File: src/rtl/debug_mem_dumper_pkg.sv
// Shared constants, FSM encoding and byte-select helper for the data-memory dumper.
package debug_mem_dumper_pkg;

  localparam int unsigned PROC_BITS       = 32;
  localparam int unsigned DATA_ADDRS_BITS = 10;
  localparam int unsigned BYTE_BITS       = 8;

  // 3-bit state encoding
  localparam logic [2:0] ST_IDLE    = 3'd0;
  localparam logic [2:0] ST_ADDR    = 3'd1;
  localparam logic [2:0] ST_LATCH   = 3'd2;
  localparam logic [2:0] ST_SEND    = 3'd3;
  localparam logic [2:0] ST_WAIT_TX = 3'd4;
  localparam logic [2:0] ST_DONE    = 3'd5;

  typedef enum logic [2:0] {
    StIdle   = ST_IDLE,
    StAddr   = ST_ADDR,
    StLatch  = ST_LATCH,
    StSend   = ST_SEND,
    StWaitTx = ST_WAIT_TX,
    StDone   = ST_DONE
  } state_e;

  // Byte idx of a word counted from the most significant end (idx 0 = bits 31:24).
  function automatic logic [BYTE_BITS-1:0] msb_first_byte(input logic [PROC_BITS-1:0] word,
                                                          input logic [1:0]           idx);
    logic [PROC_BITS-1:0] shifted;
    shifted = word << {idx, 3'b000};
    return shifted[PROC_BITS-1 -: BYTE_BITS];
  endfunction

endpackage

File: src/rtl/debug_mem_dumper_serializer.sv
// Holds the captured memory word and hands it out one byte at a time, MSB first.
module debug_mem_dumper_serializer (
  input  logic                                      clk,
  input  logic                                      rst,
  input  logic                                      load,
  input  logic [debug_mem_dumper_pkg::PROC_BITS-1:0] word_in,
  input  logic                                      clear_idx,
  input  logic                                      advance,
  output logic [debug_mem_dumper_pkg::BYTE_BITS-1:0] tx_byte,
  output logic [1:0]                                byte_idx,
  output logic                                      last_byte
);
  import debug_mem_dumper_pkg::*;

  logic [PROC_BITS-1:0] word_q;
  logic [1:0]           idx_q;

  // Word register: captured from the BRAM read port once per word.
  always_ff @(posedge clk or posedge rst) begin
    if (rst) begin
      word_q <= '0;
    end else if (load) begin
      word_q <= word_in;
    end
  end

  // Byte index: wraps 3 -> 0 naturally at the end of each word.
  always_ff @(posedge clk or posedge rst) begin
    if (rst) begin
      idx_q <= 2'd0;
    end else if (clear_idx) begin
      idx_q <= 2'd0;
    end else if (advance) begin
      idx_q <= idx_q + 2'd1;
    end
  end

  // Byte select is combinational so tx_byte stays put while the index holds.
  always_comb begin
    tx_byte   = msb_first_byte(word_q, idx_q);
    byte_idx  = idx_q;
    last_byte = (idx_q == 2'd3);
  end

endmodule

File: src/rtl/debug_mem_dumper.sv
// Walks data memory from word 0 to DUMP_WORDS-1 through the debug read port and streams
// every word to the debug UART as four bytes, MSB first.
module debug_mem_dumper #(
  parameter int unsigned PROC_BITS       = debug_mem_dumper_pkg::PROC_BITS,
  parameter int unsigned DATA_ADDRS_BITS = debug_mem_dumper_pkg::DATA_ADDRS_BITS,
  parameter int unsigned DUMP_WORDS      = 128
) (
  input  logic                       clk,
  input  logic                       rst,
  input  logic                       i_start,
  input  logic [PROC_BITS-1:0]       i_mem_data,
  input  logic                       i_tx_done,
  output logic                       o_debug_read_data,
  output logic [DATA_ADDRS_BITS-1:0] o_debug_read_address,
  output logic [7:0]                 o_tx_data,
  output logic                       o_tx_start,
  output logic                       o_busy,
  output logic                       o_done
);
  import debug_mem_dumper_pkg::*;

  // Counter stops here; with a full-memory dump this is all-ones and never wraps.
  localparam logic [DATA_ADDRS_BITS-1:0] LastAddr = DATA_ADDRS_BITS'(DUMP_WORDS - 1);

  state_e                     state_q, state_d;
  logic [DATA_ADDRS_BITS-1:0] addr_q, addr_d;

  logic                       load_word;
  logic                       clear_idx;
  logic                       advance_idx;
  logic [BYTE_BITS-1:0]       tx_byte;
  logic [1:0]                 byte_idx;
  logic                       last_byte;

  debug_mem_dumper_serializer u_serializer (
    .clk       (clk),
    .rst       (rst),
    .load      (load_word),
    .word_in   (i_mem_data),
    .clear_idx (clear_idx),
    .advance   (advance_idx),
    .tx_byte   (tx_byte),
    .byte_idx  (byte_idx),
    .last_byte (last_byte)
  );

  // State and address registers.
  always_ff @(posedge clk or posedge rst) begin
    if (rst) begin
      state_q <= StIdle;
      addr_q  <= '0;
    end else begin
      state_q <= state_d;
      addr_q  <= addr_d;
    end
  end

  // Next-state logic; i_start only matters in idle, i_tx_done only while waiting on the UART.
  always_comb begin
    state_d     = state_q;
    addr_d      = addr_q;
    load_word   = 1'b0;
    clear_idx   = 1'b0;
    advance_idx = 1'b0;
    unique case (state_q)
      StIdle: begin
        if (i_start) begin
          addr_d    = '0;
          clear_idx = 1'b1;
          state_d   = StAddr;
        end
      end
      StAddr: begin
        state_d = StLatch;
      end
      StLatch: begin
        load_word = 1'b1;
        state_d   = StSend;
      end
      StSend: begin
        state_d = StWaitTx;
      end
      StWaitTx: begin
        if (i_tx_done) begin
          advance_idx = 1'b1;
          if (!last_byte) begin
            state_d = StSend;
          end else if (addr_q == LastAddr) begin
            state_d = StDone;
          end else begin
            addr_d  = addr_q + DATA_ADDRS_BITS'(1);
            state_d = StAddr;
          end
        end
      end
      StDone: begin
        state_d = StIdle;
      end
      default: begin
        state_d = StIdle;
      end
    endcase
  end

  // Outputs decode straight from the state so an async reset clears them at once.
  always_comb begin
    o_debug_read_data    = (state_q == StAddr) || (state_q == StLatch) ||
                           (state_q == StSend) || (state_q == StWaitTx);
    o_debug_read_address = addr_q;
    o_tx_data            = tx_byte;
    o_tx_start           = (state_q == StSend);
    o_busy               = (state_q != StIdle);
    o_done               = (state_q == StDone);
  end

  logic unused_byte_idx;
  assign unused_byte_idx = ^byte_idx;

endmodule
File: config.mk
export PLATFORM = sky130hd
export DESIGN_NAME = debug_mem_dumper
export DESIGN_NICKNAME = d
export VERILOG_FILES = /design/src/rtl/debug_mem_dumper_pkg.sv /design/src/rtl/debug_mem_dumper_serializer.sv /design/src/rtl/debug_mem_dumper.sv
export SDC_FILE = /design/constraint.sdc
export NUM_CORES = 1
export LEC_CHECK = 0
export CAP_MARGIN = 10
export CORE_UTILIZATION = 45
export DETAILED_ROUTE_END_ITERATION = 10
export PLACE_DENSITY = 0.74
export SETUP_SLACK_MARGIN = 0.15
export SKIP_CTS_REPAIR_TIMING = 1
export SYNTH_ARGS = -nofsm -noshare
export SYNTH_HDL_FRONTEND = slang
export SYNTH_SLANG_ARGS = --single-unit
File: constraint.sdc
create_clock -name clk -period 3.7 [get_ports clk]
set_input_delay 1.11 -clock clk [delete_from_list [all_inputs] [get_ports clk]]
set_output_delay 1.11 -clock clk [all_outputs]
set_load 0.005 [all_outputs]
==> results.py, run 1 <==
metrics = {
    "job": {
        "max-cap-violations": 0,
    },
    "floorplanning": {
        "die_h_um": 73.9,
        "die_width_um": 73.9,
        "io_pins": 58,
        "die-area_mm2": 0.00546,
        "initial_core_util_pct": 48.0,
        "fp-row-count": 25,
        "core_area_mm2": 0.00485,
    },
    "worst_setup_path": {
        "worstPathCellList": "mux4_2, clkdlybuf4s50_1",
        "rr_worst_depth": 6,
        "reg2reg_from": "u_serializer.byte_idx[0]",
        "r2r-end": "o_debug_read_address[9]",
        "crit_path_max_fanout": 11,
        "crit_type": "reg2out",
        "cp.required_ns": 2.59,
        "start_kind": "flop",
        "r2r_slack_ns": 1.41,
        "worstSetupEndpointType": "output pin",
        "arrival_ns": 2.12,
        "max_stage_delay_ns": 0.77,
        "crit_slowest_cell": "dfrtp_1",
    },
    "routing": {
        "drc": 0,
        "first_pass_iters": 4,
        "ant_nets": 0,
        "dr.first_iter.drc_count": 82,
        "avgViaCountPerCell": 5.43,
        "wl_per_cell_um": 15.4,
        "drt-total-wl_um": 4680,
        "vias": 1644,
    },
    "placement": {
        "gp_congestion": 0.745,
        "hpwl_um": 3120,
        "dp_cells": 296,
        "place_area_mm2": 0.00293,
        "port_buffers": 57,
        "pre_cts_ws_ns": 0.734,
    },
    "sta": {
        "max_freq_mhz": 309,
        "fin_tns_setup_ns": 0,
        "rsz0062_at_grt": "false",
        "hold_viol": 0,
        "finClkSkew_ns": 0.00415,
        "max_slew_margin_pct": 35.6,
        "final-max-slew-violation-count": 0,
        "min_period_ns": 3.23,
        "setup_viol": 0,
        "worstMarginPinSlew_ns": 0.965,
        "fin_crit_sh_pct": 87.3,
        "setup_ws_ns": 0.469,
    },
    "layout": {
        "instances_no_fill": 303,
        "nets": 274,
        "finalInstanceArea_mm2": 0.00304,
        "final_core_util_pct": 62.7,
        "diodes": 0,
        "drive_above_1_share_pct": 24.6,
        "n_fill_cell": 407,
        "syn_to_final_growth_pct": 30.5,
    },
    "logic_synthesis": {
        "synth.net_count": 220,
        "synth_edf_count": 0,
        "syn_area_per_cell_um2": 12.8,
        "synth-seq-area-share_pct": 50.5,
        "syn_inst": 182,
        "synthArstFlopShare_pct": 100,
        "netlist_area_mm2": 0.00233,
        "ys.flop_type": "dfrtp_1",
        "yosysWarnings": 0,
        "synth_cell_types": 43,
        "ys_ff_latch": 47,
    },
    "power_and_ir_drop": {
        "cellPowerDensity_mw_per_mm2": 758,
        "p_leak_uw": 0.00119,
        "peakVddDrop_mv": 0.360,
    },
    "clocking": {
        "clkLatencyLatePin_ns": 0.30,
        "numCtsBuffers": 5,
        "cts-root-to-sink-buffers": 2,
        "cts_sinks": 47,
        "cts_max_level": 2,
        "path_clk_slew_ns": 0.09,
        "cts_root_buf": "clkbuf_8",
        "cts_tree": "built",
    },
    "grt": {
        "grtUsageMet2_pct": 27.2,
        "grt_max_degree": 48,
        "grt_use_met1_pct": 25.6,
        "overflow": 0,
        "busiest_layer": "met2",
        "grtUsageTotal_pct": 18.1,
        "grt_pass1_vias": 1536,
        "antenna_found_initial": 0,
        "met3_usage_pct": 2.74,
        "grt_pass1_wl_um": 7350,
    },
    "min_path": {
        "min_path_type": "reg2reg",
        "holdPathStages": 1,
        "min_to": "u_serializer.word_q[11]",
        "min_from": "u_serializer.word_q[11]",
    },
    "status": {
        "outcome": "complete, no violations",
    },
}
[cell usage after synthesis (4+ instances only)]
library cell	n	area (um^2)
or4_1	4	30.0
dfrtp_1	47	1180
o21ai_0	10	50.1
mux4_2	8	180
nand2b_1	4	25.0
o31ai_1	6	45.0
and3_1	4	25.0
nand2_1	9	33.8
nand3_1	9	45.0
buf_2	6	30.0
mux2_2	32	360
[worst max path at each step]
stage                                    endpoint  cells after the start                      from  slack, ns
after floorplan                      o_tx_data[0]                      2  u_serializer.byte_idx[0]       1.46
after global placement    o_debug_read_address[9]                      6                 i_tx_done       0.76
after detailed placement  o_debug_read_address[9]                      6                 i_tx_done       0.73
after CTS                            o_tx_data[0]                      2  u_serializer.byte_idx[0]       0.43
after global routing                 o_tx_data[0]                      2  u_serializer.byte_idx[0]       0.36
final                                o_tx_data[0]                      2  u_serializer.byte_idx[0]       0.47
[cell usage in the layout (no fill, tap or decap), drive strengths merged, types with 2 or more instances in the layout]
cell,instances
clkdlybuf4s50,57
o211ai,2
buf,3
mux2,32
mux4,8
nor2,3
a21oi,3
a31oi,2
clkbuf,5
and3,4
nand2b,4
nor2b,2
or4,4
dfrtp,47
nand3,9
nand2,9
o31ai,6
or2,2
ha,2
nor3b,2
o21ai,10
[state kept, by name, summed over array words and instances (netlist names)]
name                   flops
u_serializer.word_q       32
o_debug_read_address      10
state_q                    3
u_serializer.byte_idx      2
[metal layers]
layer  part of all wire [%]  vias to the layer above
met5                      0                        -
met4                    2.0                        0
met3                    2.8                        7
met2                     50                       34
met1                     45                      820
li1                       -                      783
[kinds of logic (layout without fill, tap and decap cells)]
kind of cell	count (synthesis)	after routing	synth area share, %
AND/OR/NAND/NOR	48	48	12.3
flip-flops	47	47	50.5
multiplexers	41	41	23.7
AO/OA/AOI/OAI	28	28	8.33
buffers and inverters	15	69	3.71
adder cells (fa/ha/maj)	2	2	1.08
XOR/XNOR	1	1	0.376
[per-stage QoR]
| step | power [uW] | hold WS, ns |
|---|---|---|
| floorplan | 1540 | 0.475 |
| global placement | 1930 | 0.486 |
| detailed placement | 1950 | 0.492 |
| CTS | 2330 | 0.512 |
| global route | 2460 | 0.524 |
| finish | 2300 | 0.508 |
[critical path, delay by kind of cell, from the launching register on]
| family | cells | cell delay (ns) |
|---|---|---|
| DFF | 1 | 0.77 |
| muxes | 1 | 0.60 |
| buffers and inverters | 1 | 0.46 |
[power breakdown]
group	internal [uW]	switching, uW	leakage, uW
registers	741	177	0.000579
logic	655	356	0.000564
clock network	198	174	0.0000502
[layout make-up]
| type | instances | area (um^2) | area share [%] |
|---|---|---|---|
| repair buffers | 60 | 593 | 19.5 |
| flip-flops and latches | 47 | 1180 | 38.7 |
| clock buffers | 5 | 68.8 | 2.27 |
| clock inverters | 2 | 37.5 | 1.24 |
| well taps | 67 | 83.8 | 2.76 |
| inverters | 2 | 7.51 | 0.247 |
| multi-input cells | 120 | 1070 | 35.3 |
Note: power is estimated with default switching activity, not from simulation.
==> run 2: changes to the inputs <==
--- a/config.mk
+++ b/config.mk
@@ -6,9 +6,10 @@
 export NUM_CORES = 1
 export LEC_CHECK = 0
 export CAP_MARGIN = 10
-export CORE_UTILIZATION = 45
+export CORE_MARGIN = 3
+export CORE_UTILIZATION = 53
 export DETAILED_ROUTE_END_ITERATION = 10
-export PLACE_DENSITY = 0.74
+export PLACE_DENSITY = 0.85
 export SETUP_SLACK_MARGIN = 0.15
 export SKIP_CTS_REPAIR_TIMING = 1
 export SYNTH_ARGS = -nofsm -noshare
==> results.py, run 2 (synthesized netlist as in run 1, its figures left out) <==
metrics = {
    "layout": {
        "diodes": 0,
        "layout_commonest_cell": "clkdlybuf4s50_1",
        "syn_to_final_growth_pct": 30.3,
        "nets": 274,
        "final_cell_mix": "57 x clkdlybuf4s50_1, 47 x dfrtp_1, 32 x mux2_2",
        "instances_no_fill": 287,
        "largest_reg_flops": 32,
        "drive_above_1_share_pct": 24.9,
        "multi_input_area_mm2": 0.00107,
        "n_fill_cell": 304,
        "regArea_mm2": 0.00118,
        "largest-register": "u_serializer.word_q",
    },
    "status": {
        "outcome": "complete, no violations",
    },
    "clocking": {
        "cts-root-to-sink-buffers": 2,
        "cts_tree": "built",
        "cts_max_level": 2,
        "path_clk_slew_ns": 0.09,
        "cts_sinks": 47,
        "clkLatencyLatePin_ns": 0.29,
        "numCtsBuffers": 5,
        "cts_root_buf": "clkbuf_8",
    },
    "routing": {
        "drt-total-wl_um": 4610,
        "wl_per_cell_um": 16.0,
        "ant_nets": 0,
        "first_pass_iters": 4,
        "avgViaCountPerCell": 5.76,
        "dr.first_iter.drc_count": 96,
        "vias": 1653,
        "drc": 0,
    },
    "power_and_ir_drop": {
        "peakVddDrop_mv": 0.410,
        "cellPowerDensity_mw_per_mm2": 766,
        "p_leak_uw": 0.00121,
    },
    "sta": {
        "rsz0062_at_grt": "false",
        "fin_crit_sh_pct": 86.4,
        "hold_viol": 0,
        "finClkSkew_ns": 0.00401,
        "min_period_ns": 3.20,
        "fin_tns_setup_ns": 0,
        "worstMarginPinSlew_ns": 0.937,
        "max_slew_margin_pct": 37.4,
        "max_freq_mhz": 313,
        "setup_viol": 0,
        "final-max-slew-violation-count": 0,
    },
    "worst_setup_path": {
        "cp.required_ns": 2.59,
        "arrival_ns": 2.09,
        "worstSetupEndpointType": "output pin",
        "crit_type": "reg2out",
        "start_kind": "flop",
        "crit_path_max_fanout": 11,
    },
    "min_path": {
        "min_path_type": "reg2reg",
    },
    "grt": {
        "grt_max_degree": 48,
        "grt_pass1_wl_um": 7550,
        "antenna_found_initial": 0,
        "overflow": 0,
        "grtUsageTotal_pct": 18.7,
        "grt_pass1_vias": 1560,
    },
    "floorplanning": {
        "fp-row-count": 23,
        "die_h_um": 72.3,
        "initial_core_util_pct": 56.6,
        "io_pins": 58,
        "die-area_mm2": 0.00522,
        "core_area_mm2": 0.00412,
        "die_width_um": 72.3,
    },
    "placement": {
        "gp_congestion": 0.844,
        "port_buffers": 57,
        "dp_cells": 279,
        "hpwl_um": 3240,
    },
    "job": {
        "max-cap-violations": 0,
    },
}
==> run 2: power by group <==
| group | internal, uW | total, uW | switching (uW) |
|---|---|---|---|
| Sequential | 741 | 911 | 169 |
| Combinational | 655 | 1020 | 362 |
| Clock | 222 | 394 | 171 |
==> run 2: metal layers <==
metal  global-route usage, %  up-vias  routed length [um]
li1                        -      787                   -
met1                    26.0      820                2070
met2                    29.2       41                2240
met3                    4.29        5                 247
met4                    6.26        0                  49
met5                       0        -                   0
==> run 2: stage by stage <==
stage	util [%]	worst slack (ns)	total power, uW	hold WS [ns]	instance area (um^2)
after floorplan	-	1.46	1540	0.475	2330
after global placement	70.7	0.780	1920	0.484	2910
after detailed placement	70.7	0.764	1960	0.492	2910
after CTS	73.7	0.448	2350	0.513	3030
after global routing	73.7	0.363	2480	0.524	3030
final	73.7	0.503	2320	0.508	3030
==> run 2: critical path, cell delays in order (launching register included) <==
cell,delay [ns]
dfrtp_1,0.74
mux4_2,0.59
clkdlybuf4s50_1,0.47
==> run 2: final timing paths <==
path                       cells after the start                     start                       to  slack [ns]
setup reg to reg                               6  u_serializer.byte_idx[0]  o_debug_read_address[9]        1.45
hold / removal                                 1   u_serializer.word_q[13]  u_serializer.word_q[13]        0.51
max in group asynchronous                      2                       rst  u_serializer.word_q[28]        1.78
hold reg to reg                                1   u_serializer.word_q[13]  u_serializer.word_q[13]        0.51
min in group asynchronous                      2                       rst   u_serializer.word_q[8]        1.34
setup / recovery                               2  u_serializer.byte_idx[0]             o_tx_data[5]        0.50
==> run 2: cell type report <==
class,count,area share [%]
tap,50,2.06
clock buffer,6,2.72
multi-input combinational,120,35.3
timing repair buffer,60,19.6
inverter,2,0.248
sequential,47,38.8
clock inverter,2,1.28
==> run 3: changes to the inputs <==
==> constraint.sdc (replaced) <==
create_clock -name clk -period 3.7 [get_ports clk]
set_input_delay 1.11 -clock clk [delete_from_list [all_inputs] [get_ports clk]]
set_output_delay 1.11 -clock clk [all_outputs]
set_load 0.02 [all_outputs]
==> results.py, run 3 (synthesized netlist as in run 1, its figures left out) <==
metrics = {
    "power_and_ir_drop": {
        "cellInternalPower_uw": 1530,
        "power.net_switching_uw": 860,
        "sequentialPowerShare_pct": 38.9,
        "peakVddDrop_mv": 0.413,
        "clkPwrFrac_pct": 12.4,
        "p_sw_share_pct": 36.0,
        "cellPowerDensity_mw_per_mm2": 798,
        "combPwrFrac_pct": 48.7,
        "p_leak_uw": 0.00119,
    },
    "sta": {
        "worstMarginPinSlew_ns": 0.952,
        "rsz0062_at_grt": "false",
        "fin_crit_sh_pct": 89.3,
        "setup_ws_ns": 0.397,
        "max_slew_margin_pct": 36.4,
        "hold_viol": 0,
        "fin_tns_setup_ns": 0,
        "max_freq_mhz": 303,
        "final-max-slew-violation-count": 0,
        "min_period_ns": 3.30,
        "finClkSkew_ns": 0.00661,
        "setup_viol": 0,
    },
    "job": {
        "max-cap-violations": 0,
    },
    "worst_setup_path": {
        "crit_type": "reg2out",
        "cp.required_ns": 2.59,
        "arrival_ns": 2.19,
        "start_kind": "flop",
        "crit_path_max_fanout": 11,
        "worstSetupEndpointType": "output pin",
    },
    "layout": {
        "largest_reg_flops": 32,
        "final_cell_mix": "57 x clkdlybuf4s50_1, 47 x dfrtp_1, 32 x mux2_2",
        "syn_to_final_growth_pct": 28.6,
        "drive_above_1_share_pct": 24.6,
        "diodes": 0,
        "layout_commonest_cell": "clkdlybuf4s50_1",
        "final_core_util_pct": 72.7,
        "nets": 274,
        "instances_no_fill": 286,
        "largest-register": "u_serializer.word_q",
    },
    "routing": {
        "ant_nets": 0,
        "drt-total-wl_um": 5000,
        "avgViaCountPerCell": 5.82,
        "first_pass_iters": 4,
        "vias": 1665,
        "wl_per_cell_um": 17.5,
        "dr.first_iter.drc_count": 93,
        "drc": 0,
    },
    "grt": {
        "grt_pass1_wl_um": 8130,
        "grtUsageTotal_pct": 20.3,
        "antenna_found_initial": 0,
        "grt_max_degree": 48,
        "grt_pass1_vias": 1650,
        "overflow": 0,
    },
    "clocking": {
        "numCtsBuffers": 5,
        "cts_max_level": 2,
        "clkLatencyLatePin_ns": 0.29,
        "cts_root_buf": "clkbuf_8",
        "cts_tree": "built",
        "path_clk_slew_ns": 0.08,
        "cts_sinks": 47,
        "cts-root-to-sink-buffers": 2,
    },
    "floorplanning": {
        "io_pins": 58,
        "die-area_mm2": 0.00522,
        "die_width_um": 72.3,
        "fp-row-count": 23,
        "die_h_um": 72.3,
        "core_area_mm2": 0.00412,
        "initial_core_util_pct": 56.6,
    },
    "min_path": {
        "min_path_type": "reg2reg",
    },
    "placement": {
        "hpwl_um": 3570,
        "gp_congestion": 0.770,
        "port_buffers": 57,
        "pre_cts_ws_ns": 0.699,
        "dp_cells": 279,
    },
    "status": {
        "outcome": "complete, no violations",
    },
}
[run 3: changes by cell type in the layout (fill, tap and decap cells not counted)]
cell,delta
bufinv_16,-1
clkbuf_8,-1
clkinv_2,+1
clkinv_4,+1
inv_6,-1
[run 3: final timing paths]
check / cells after the start / slack [ns] / to / start
max in group asynchronous: 2 / 1.76 / u_serializer.word_q[13] / rst
min in group asynchronous: 2 / 1.35 / u_serializer.word_q[0] / rst
worst max-delay path: 2 / 0.40 / o_tx_data[0] / u_serializer.byte_idx[0]
worst min-delay path: 1 / 0.51 / u_serializer.word_q[3] / u_serializer.word_q[3]
worst min register to register: 1 / 0.51 / u_serializer.word_q[3] / u_serializer.word_q[3]
worst max register to register: 6 / 1.40 / o_debug_read_address[3] / u_serializer.byte_idx[0]
[run 3: per-stage QoR]
stage          total power (uW)  hold WS (ns)  cell area [um^2]
3_3_place_gp               2060         0.484              2910
3_5_place_dp               2120         0.495              2910
6_report                   2390         0.507              2990
4_1_cts                    2410         0.514              2990
2_1_floorplan              1690         0.475              2330
5_1_grt                    2540         0.532              2990
[run 3: layout make-up]
cell class / count / area, um^2
Sequential cell: 47 / 1180
Fill cell: 309 / 1120
Multi-Input combinational cell: 120 / 1070
Timing Repair Buffer: 60 / 593
Clock buffer: 5 / 68.8
Tap cell: 50 / 62.6
Clock inverter: 2 / 13.8
Inverter: 2 / 7.51
[run 3: per-layer routing]
| layer | vias up | part of all wire, % | track usage, % |
|---|---|---|---|
| met4 | 0 | 1.3 | 6.26 |
| met3 | 6 | 3.9 | 3.74 |
| met2 | 34 | 51 | 33.5 |
| li1 | 787 | - | - |
| met1 | 838 | 44 | 27.4 |
| met5 | - | 0 | 0 |
[run 3: critical path: stages (launching register included)]
cell,delay [ns]
dfrtp_1,0.76
mux4_2,0.57
clkdlybuf4s50_1,0.56
[run 3: power by group through the flow]
stage | clock (uW) | sequential (uW) | combinational, uW
2_1_floorplan | 0 | 870 | 818
3_3_place_gp | 0 | 919 | 1150
3_5_place_dp | 0 | 942 | 1170
4_1_cts | 301 | 930 | 1180
5_1_grt | 323 | 962 | 1250
6_report | 295 | 930 | 1160
